**src/rtl/mult_seq_radix_pipe.sv**
```systemverilog
`default_nettype none
// ============================================================================
// Module   : mult_seq_radix_pipe
// Purpose  : Sequential radix-2^DIGIT multiplier. It forms one DIGITxDIGIT
//            partial product per cycle and uses valid/ready on both sides.
// Revision : 1.0 - initial release
// ============================================================================
module mult_seq_radix_pipe #(
    parameter int WIDTH     = 8,
    parameter int DIGIT     = 4,
    parameter int SIGNED_EN = 1
) (
    input  logic                 clk,
    input  logic                 rst,
    input  logic                 in_valid,
    output logic                 in_ready,
    input  logic [WIDTH-1:0]     a,
    input  logic [WIDTH-1:0]     b,
    input  logic                 is_signed,
    output logic                 out_valid,
    input  logic                 out_ready,
    output logic [2*WIDTH-1:0]   p,
    output logic                 busy
);

    localparam int c_ndig = WIDTH / DIGIT;
    localparam int c_cw   = (c_ndig > 1) ? $clog2(c_ndig) : 1;
    localparam int c_aw   = 2 * WIDTH + 1;
    localparam logic [c_cw-1:0] c_last = c_cw'(c_ndig - 1);

    localparam logic [1:0] c_IDLE = 2'd0;
    localparam logic [1:0] c_CALC = 2'd1;
    localparam logic [1:0] c_DONE = 2'd2;

    logic [1:0]           r_state;
    logic [1:0]           w_state_next;
    logic [WIDTH:0]       r_a_mag;
    logic [WIDTH:0]       r_b_mag;
    logic                 r_neg;
    logic [c_aw-1:0]      r_acc;
    logic [c_cw-1:0]      r_i;
    logic [c_cw-1:0]      r_j;
    logic [2*WIDTH-1:0]   r_p;

    logic                 w_sgn;
    logic [WIDTH:0]       w_a_mag;
    logic [WIDTH:0]       w_b_mag;
    logic [31:0]          w_a_sh;
    logic [31:0]          w_b_sh;
    logic [31:0]          w_shamt;
    logic [DIGIT-1:0]     w_digit_a;
    logic [DIGIT-1:0]     w_digit_b;
    logic [2*DIGIT-1:0]   w_pp;
    logic [c_aw-1:0]      w_shift_pp;
    logic [c_aw-1:0]      w_acc_next;
    logic [2*WIDTH-1:0]   w_prod;
    logic [2*WIDTH-1:0]   w_p_final;
    logic                 w_last_pp;

    // Magnitudes carry one extra bit so -2^(WIDTH-1) keeps its positive form.
    assign w_sgn   = (SIGNED_EN != 0) && is_signed;
    assign w_a_mag = (w_sgn && a[WIDTH-1]) ? -{1'b1, a} : {1'b0, a};
    assign w_b_mag = (w_sgn && b[WIDTH-1]) ? -{1'b1, b} : {1'b0, b};

    assign w_a_sh     = DIGIT * 32'(r_i);
    assign w_b_sh     = DIGIT * 32'(r_j);
    assign w_shamt    = DIGIT * (32'(r_i) + 32'(r_j));
    assign w_digit_a  = DIGIT'(r_a_mag >> w_a_sh);
    assign w_digit_b  = DIGIT'(r_b_mag >> w_b_sh);
    assign w_pp       = (2*DIGIT)'(w_digit_a) * (2*DIGIT)'(w_digit_b);
    assign w_shift_pp = c_aw'(w_pp) << w_shamt;
    assign w_acc_next = r_acc + w_shift_pp;
    assign w_prod     = w_acc_next[2*WIDTH-1:0];
    assign w_p_final  = r_neg ? -w_prod : w_prod;
    assign w_last_pp  = (r_i == c_last) && (r_j == c_last);

    always_ff @(posedge clk) begin
        if (rst) begin
            r_state <= c_IDLE;
        end else begin
            r_state <= w_state_next;
        end
    end

    always_comb begin
        w_state_next = r_state;
        case (r_state)
            c_IDLE:  if (in_valid)  w_state_next = c_CALC;
            c_CALC:  if (w_last_pp) w_state_next = c_DONE;
            c_DONE:  if (out_ready) w_state_next = c_IDLE;
            default: w_state_next = c_IDLE;
        endcase
    end

    always_ff @(posedge clk) begin
        if (rst) begin
            r_a_mag <= '0;
            r_b_mag <= '0;
            r_neg   <= 1'b0;
            r_acc   <= '0;
            r_i     <= '0;
            r_j     <= '0;
            r_p     <= '0;
        end else begin
            case (r_state)
                c_IDLE: begin
                    if (in_valid) begin
                        r_a_mag <= w_a_mag;
                        r_b_mag <= w_b_mag;
                        r_neg   <= w_sgn & (a[WIDTH-1] ^ b[WIDTH-1]);
                        r_acc   <= '0;
                        r_i     <= '0;
                        r_j     <= '0;
                    end
                end
                c_CALC: begin
                    r_acc <= w_acc_next;
                    if (r_j == c_last) begin
                        r_j <= '0;
                        r_i <= r_i + c_cw'(1);
                    end else begin
                        r_j <= r_j + c_cw'(1);
                    end
                    // The final product is registered on the same edge that enters DONE.
                    if (w_last_pp) begin
                        r_p <= w_p_final;
                    end
                end
                default: ;
            endcase
        end
    end

    assign in_ready  = (r_state == c_IDLE);
    assign busy      = (r_state == c_CALC);
    assign out_valid = (r_state == c_DONE);
    assign p         = r_p;

endmodule
`default_nettype wire

```
**config.mk**
```make
export PLATFORM = sky130hd
export DESIGN_NAME = mult_seq_radix_pipe
export DESIGN_NICKNAME = d
export VERILOG_FILES = /design/src/rtl/mult_seq_radix_pipe.sv
export SDC_FILE = /design/constraint.sdc
export NUM_CORES = 1
export LEC_CHECK = 0
export ABC_AREA = 1
export CORE_UTILIZATION = 60
export DETAILED_ROUTE_END_ITERATION = 16
export PLACE_DENSITY = 0.88
export SKIP_CTS_REPAIR_TIMING = 1
export SYNTH_ARGS = -nofsm -noshare
export SYNTH_HDL_FRONTEND = slang
export SYNTH_SLANG_ARGS = --single-unit
```
**constraint.sdc**
```tcl
create_clock -name clk -period 7.7 [get_ports clk]
set_clock_uncertainty 0.2 [all_clocks]
set_input_delay 0.77 -clock clk [delete_from_list [all_inputs] [get_ports clk]]
set_output_delay 0.77 -clock clk [all_outputs]
set_load 0.02 [all_outputs]
```
==> metrics, run 1 <==
peak supply drop=96.7 uV; actual transition at the worst max-transition pin=1.16 ns; power per standard cell area=159 mW/mm^2; overall die height=86.9 um; Via-to-Cell Ratio=5.46; gate count after technology mapping=688; area of the core=0.00687 sq mm; insertion delay to the later sink of the worst-skew pair=0.33 ns; largest cells by area after synthesis=sky130_fd_sc_hd__dfxtp_1 25%, sky130_fd_sc_hd__nand2_1 18%, sky130_fd_sc_hd__ha_1 9.0%; DRC violations left=0; Total Neg Setup Slack=0 ns; part of the total power dissipated in combinational logic=34.9%; most common cell after layout, fill and taps aside=sky130_fd_sc_hd__nand2_1; critical path type=reg -> reg; startpoint of the most critical hold path=p[0]; Net Sw Frac=38.2%; ratio of cells with drive above 1 in the final layout=6.69%; final-report hold violation count=0; Critical Path RT=7.74 ns; number of buffers created by CTS=5; Flop pwr share=38.6%; destination of the worst hold path=p[0]; number of top-level design ports=40; run status=complete, no violations; buffer type at the clock tree root=sky130_fd_sc_hd__clkbuf_8; starting density of the core=62.9%; global-route wire length before repair=19.0 mm; vias after detailed routing=4445; Die X-Extent=86.9 um; Critical-path top delay cell=sky130_fd_sc_hd__fa_1; final std cells w/o fill=814; maximum net fanout on the critical path=8; summed instance area of the synthesized netlist=0.00432 sq mm; final period utilization=72.4%; final-report max-slew violation count=0; vias in the first global route=4277; Detailed Place HPWL=9.07 mm; number of storage elements in the synthesis netlist=53; number of DRC violations after detailed-routing iteration 0=309; Nets=774; post-route setup slack=2.13 ns; switching pwr=297 uW; Total Die Area=0.00754 sq mm; register-to-register path setup slack=2.13 ns; time the worst path needs with I/O delays and setup=5.57 ns; arrival time at the worst endpoint=5.61 ns; sort of element at the end of the critical path=flip-flop; YS warnings=0; maximum clock frequency=179 MHz; DR WL/cell=14.1 um; Cell variety after synth=39; number of core rows=30; end of the worst register-to-register path=p[15]; count of cells along the worst hold path=2; peak per-stage delay on the critical path=0.56 ns; number of diodes added for antenna fixing=0; number of nets produced by synthesis=745; clock edge transition at the registers on the reported setup and hold paths=0.11 ns; dominant cell type by area after synthesis=sky130_fd_sc_hd__dfxtp_1; total of buffers placed on input and output ports=39; count of clock tree sinks=53; P_leak=0.00236 uW; Finish-stage setup viols=0; share of the synthesized area in the top cell type=24.6%; sequential-to-total area share from yosys stat=24.6%; global-route usage over all layers=32.3%; commonest cells after routing, fill and taps aside=209 x sky130_fd_sc_hd__nand2_1, 85 x sky130_fd_sc_hd__inv_1, 58 x sky130_fd_sc_hd__nor2_1, 53 x sky130_fd_sc_hd__a21oi_1, 53 x sky130_fd_sc_hd__dfxtp_1; RSZ-0062 raised after global routing=false; Max-Slew Margin vs Limit=22.1%; CTS H-tree depth=2; startpoint type of the worst setup path=flip-flop; Clock power frac=26.5%; internal power consumption=480 uW; WL final=11.5 mm; largest net degree at the start of global routing=34; Reg-to-Reg Start=r_j; Bufs on Longest Clock Path=2; max-cap violations=0; clock tree from TritonCTS=yes; total gr overflow=0; final estimated routing congestion in global placement=0.945; most numerous cell on the critical path=sky130_fd_sc_hd__nand2_1; cell total after placement=806; type of the tightest min-delay check=reg -> reg; depth of the worst register-to-register path=28; 1st-pass router iterations=5; Area Overhead vs Synth=13.0%; initial antenna violation count=0; pre-CTS WS=2.25 ns; per-instance average area after synthesis=6.28 sq um; Antenna Violating Nets Remaining=0
[cell type report]
cell class,instances,area [sq um]
Clock inverter,3,43.8
Clock buffer,5,68.8
Sequential cell,53,1060
Timing Repair Buffer,40,398
Inverter,94,353
Multi-Input combinational cell,523,2840
Fill cell,598,1990
Tap cell,96,120
[cell usage after synthesis (all sizes together)]
| library cell | number |
|---|---|
| dfxtp | 53 |
| nand3b | 2 |
| o21ai | 34 |
| xnor2 | 7 |
| inv | 92 |
| buf | 5 |
| o21bai | 2 |
| o221ai | 5 |
| o21a | 3 |
| nor3 | 6 |
| or4 | 2 |
| a21oi | 54 |
| o22ai | 4 |
| nor2 | 66 |
| nand2 | 222 |
| nand3 | 43 |
| nor3b | 1 |
| xor2 | 10 |
| a221oi | 1 |
| mux2i | 7 |
| or2 | 4 |
| nand4 | 5 |
| clkbuf | 13 |
| fa | 5 |
| a31oi | 2 |
| o31ai | 1 |
| ha | 31 |
| and2 | 5 |
| o211ai | 1 |
| clkinv | 2 |
[flip-flops by register name (all words and copies together), names as in the netlist]
name / count
r_b_mag: 8
p: 16
r_neg: 1
r_i: 1
r_state: 2
r_a_mag: 8
r_j: 1
r_acc: 16
[power groups by stage]
| stage | logic, uW | clock network (uW) | registers (uW) |
|---|---|---|---|
| 6_report | 271 | 206 | 300 |
| 3_3_place_gp | 258 | 0 | 306 |
| 4_1_cts | 268 | 203 | 300 |
| 5_1_grt | 300 | 214 | 301 |
| 2_1_floorplan | 199 | 0 | 300 |
| 3_5_place_dp | 265 | 0 | 306 |
[through the flow]
step                util, %  hold WS [ns]  cell area, sq um  power [uW]
floorplan                 -         0.244              4320         500
global placement       69.4         0.252              4770         563
detailed placement     69.4         0.253              4770         571
CTS                    71.1         0.268              4880         771
global route           71.1         0.294              4880         815
finish                 71.1         0.268              4880         777
[critical path: cells and delay by family (launching register included)]
family / cells / cell delay [ns]
adder cells (fa/ha/maj): 4 / 1.95
AND/OR/NAND/NOR: 17 / 1.87
XOR/XNOR: 1 / 0.17
buffers and inverters: 3 / 0.16
AO/OA/AOI/OAI: 3 / 0.57
flip-flops: 1 / 0.54
[kinds of logic (layout without fill, tap and decap cells)]
group / count (synthesis) / count (layout) / synth area share, %
adders and majority gates: 36 / 36 / 11.3
AOI/OAI and AO/OA: 107 / 107 / 13.8
and+or+nand+nor: 356 / 356 / 35.4
muxes: 7 / 7 / 1.62
xor gates and xnor gates: 17 / 17 / 3.45
DFF: 53 / 53 / 24.6
buffers and inverters: 112 / 142 / 9.85
[metal layers]
layer  routed length (um)  GRT usage, %  vias to the layer above  share of wire, %
met2                 5860          60.8                      116                51
met1                 4690          33.9                     2026                41
met4                  490          17.6                        0               4.3
met3                  420          5.59                       39               3.7
met5                    0             0                        -                 0
li1                     -             -                     2264                 -
[worst max path at each step]
| stage | startpoint | endpoint | cells past startpoint |
|---|---|---|---|
| floorplan | r_j | p[12] | 30 |
| CTS | r_j | p[15] | 28 |
| detailed placement | r_j | p[15] | 26 |
| global route | r_j | p[15] | 28 |
| global placement | r_j | p[15] | 27 |
| finish | r_j | p[15] | 28 |
Power figures use the tool's default switching activity.
==> run 2, diff against run 1 <==
--- a/config.mk
+++ b/config.mk
@@ -6,9 +6,9 @@
 export NUM_CORES = 1
 export LEC_CHECK = 0
 export ABC_AREA = 1
-export CORE_UTILIZATION = 60
+export CORE_UTILIZATION = 53
 export DETAILED_ROUTE_END_ITERATION = 16
-export PLACE_DENSITY = 0.88
+export PLACE_DENSITY = 0.82
 export SKIP_CTS_REPAIR_TIMING = 1
 export SYNTH_ARGS = -nofsm -noshare
 export SYNTH_HDL_FRONTEND = slang
==> constraint.sdc (replaced) <==
create_clock -name clk -period 4.5 [get_ports clk]
set_clock_uncertainty 0.2 [all_clocks]
set_input_delay 0.45 -clock clk [delete_from_list [all_inputs] [get_ports clk]]
set_output_delay 0.45 -clock clk [all_outputs]
set_load 0.02 [all_outputs]
==> run 2 against run 1 <==
  * The flow now finishes with violations (negative setup slack)
  * Power increased by 95%
  * Flip-flop and latch count unchanged
  * Register-to-register slack worse by 2.5 ns
  * Global-route usage down 3.0 points
  * Final cell count grew 8.4%
  * Utilization increased by 1.7 points
  * Sequential power up 73%
  * Worst hold slack improved by 0.0078 ns
  * Setup slack lost 2.5 ns
  * Largest cell class unchanged
==> metrics, run 2 (synthesis results as in run 1) <==
Nets=837; maximum clock frequency=207 MHz; internal power consumption=963 uW; area of the core=0.00781 sq mm; number of top-level design ports=40; post-route setup slack=-0.325 ns; power per standard cell area=267 mW/mm^2; clock tree from TritonCTS=yes; power consumption=1520 uW; startpoint of the most critical hold path=p[0]; worst setup path startpoint=r_i; global-route usage over all layers=29.3%; Reg-to-Reg Start=r_i; maximum net fanout on the critical path=5; type of the tightest min-delay check=reg -> reg; vias after detailed routing=4872; ratio of cells with drive above 1 in the final layout=22.7%; Flop pwr share=34.1%; 1st-pass router iterations=5; time the worst path needs with I/O delays and setup=4.82 ns; number of diodes added for antenna fixing=0; final-report hold violation count=0; DRC violations left=0; Die X-Extent=92.3 um; P_leak=0.00271 uW; GRT met3 Usage=3.90%; total gr overflow=0; Top Usage Layer GRT=met2; Detailed Place HPWL=9.74 mm; number of DRC violations after detailed-routing iteration 0=272; final-report max-slew violation count=0; number of core rows=32; sort of element at the end of the critical path=flip-flop; arrival time at the worst endpoint=4.88 ns; met1 layer usage reported by global route=31.0%; critical path type=reg -> reg; part of the total power dissipated in combinational logic=45.0%; Max-Slew Margin vs Limit=23.9%; Net Sw Frac=36.6%; run status=finished, violations left; WL final=12.8 mm; total of buffers placed on input and output ports=39; Critical Path RT=4.55 ns; startpoint type of the worst setup path=flip-flop; most common cell after layout, fill and taps aside=sky130_fd_sc_hd__nand2_1; overall die height=92.3 um; Area Overhead vs Synth=31.5%; Via-to-Cell Ratio=5.52; Finish-stage setup viols=16; max-cap violations=0; starting density of the core=55.3%; number of buffers created by CTS=5; largest net degree at the start of global routing=34; insertion delay to the later sink of the worst-skew pair=0.31 ns; peak supply drop=172 uV; RSZ-0062 raised after global routing=true; Antenna Violating Nets Remaining=0; Bufs on Longest Clock Path=2; vias in the first global route=4633; met2 track utilization from global routing=56.2%; clock edge transition at the registers on the reported setup and hold paths=0.09 ns; switching pwr=556 uW; initial antenna violation count=0; count of clock tree sinks=53; final estimated routing congestion in global placement=0.981; failing checks=negative setup slack; final period utilization=107%; Clock power frac=20.9%; commonest cells after routing, fill and taps aside=187 x sky130_fd_sc_hd__nand2_1, 84 x sky130_fd_sc_hd__inv_1, 63 x sky130_fd_sc_hd__buf_4, 51 x sky130_fd_sc_hd__dfxtp_1, 50 x sky130_fd_sc_hd__a21oi_1; Total Die Area=0.00852 sq mm; DR WL/cell=14.5 um; global-route wire length before repair=20.1 mm; CTS H-tree depth=2; Util after Layout=72.8%; buffer type at the clock tree root=sky130_fd_sc_hd__clkbuf_8; actual transition at the worst max-transition pin=1.14 ns
## run 2: through the flow
| stage | instance area (sq um) | setup slack, ns | instances | TNS, ns | hold WS (ns) |
|---|---|---|---|---|---|
| floorplan | 4400 | -0.0696 | 688 | -0.164 | 0.244 |
| global placement | 5270 | -0.225 | 870 | -1.57 | 0.253 |
| detailed placement | 5270 | -0.388 | 870 | -3.93 | 0.268 |
| CTS | 5370 | -0.411 | 877 | -4.46 | 0.281 |
| global route | 5680 | -0.602 | 882 | -7.55 | 0.306 |
| finish | 5680 | -0.325 | 882 | -2.99 | 0.276 |
## run 2: final cells by class
class	count	area, sq um
Clock buffer	5	68.8
Clock inverter	2	35.0
Fill cell	615	2130
Inverter	94	353
Multi-Input combinational cell	523	3150
Sequential cell	53	1070
Tap cell	102	128
Timing Repair Buffer	103	875
## run 2: worst paths after layout
check          end  slack (ns)  cells after the start
max          p[14]       -0.32                     25
min reg2reg   p[0]        0.28                      2
min           p[0]        0.28                      2
max reg2reg  p[14]       -0.32                     25
## run 2: power by group through the flow
stage          clock [uW]  combinational, uW  sequential, uW
2_1_floorplan           0                356             515
3_3_place_gp            0                547             522
3_5_place_dp            0                567             523
4_1_cts               319                570             513
5_1_grt               341                740             520
6_report              317                683             518
## run 2: worst max-delay path, stage by stage, from the launching register on
cell and delay, ns:
sky130_fd_sc_hd__dfxtp_4 0.39, sky130_fd_sc_hd__mux2i_4 0.20, sky130_fd_sc_hd__or2_4 0.24, sky130_fd_sc_hd__fa_1 0.50, sky130_fd_sc_hd__inv_1 0.06, sky130_fd_sc_hd__fa_2 0.54
sky130_fd_sc_hd__inv_1 0.06, sky130_fd_sc_hd__fa_2 0.40, sky130_fd_sc_hd__o21ai_2 0.19, sky130_fd_sc_hd__xnor2_2 0.14, sky130_fd_sc_hd__buf_4 0.13, sky130_fd_sc_hd__o22ai_1 0.06
sky130_fd_sc_hd__ha_1 0.36, sky130_fd_sc_hd__nand2_1 0.16, sky130_fd_sc_hd__inv_1 0.07, sky130_fd_sc_hd__a21oi_2 0.18, sky130_fd_sc_hd__nand3_1 0.11, sky130_fd_sc_hd__nand2_1 0.09
sky130_fd_sc_hd__nand2_2 0.09, sky130_fd_sc_hd__nor2_2 0.16, sky130_fd_sc_hd__nand2_1 0.07, sky130_fd_sc_hd__nand2_1 0.08, sky130_fd_sc_hd__nand2_1 0.06, sky130_fd_sc_hd__nand2_1 0.06
sky130_fd_sc_hd__nand2_1 0.06, sky130_fd_sc_hd__a21oi_2 0.11
## run 2: per-layer routing
| metal | up-vias | share of wire, % | routed length [um] |
|---|---|---|---|
| met4 | 0 | 5.0 | 643 |
| li1 | 2381 | - | - |
| met1 | 2255 | 38 | 4850 |
| met2 | 177 | 53 | 6720 |
| met5 | - | 0 | 0 |
| met3 | 59 | 4.4 | 564 |
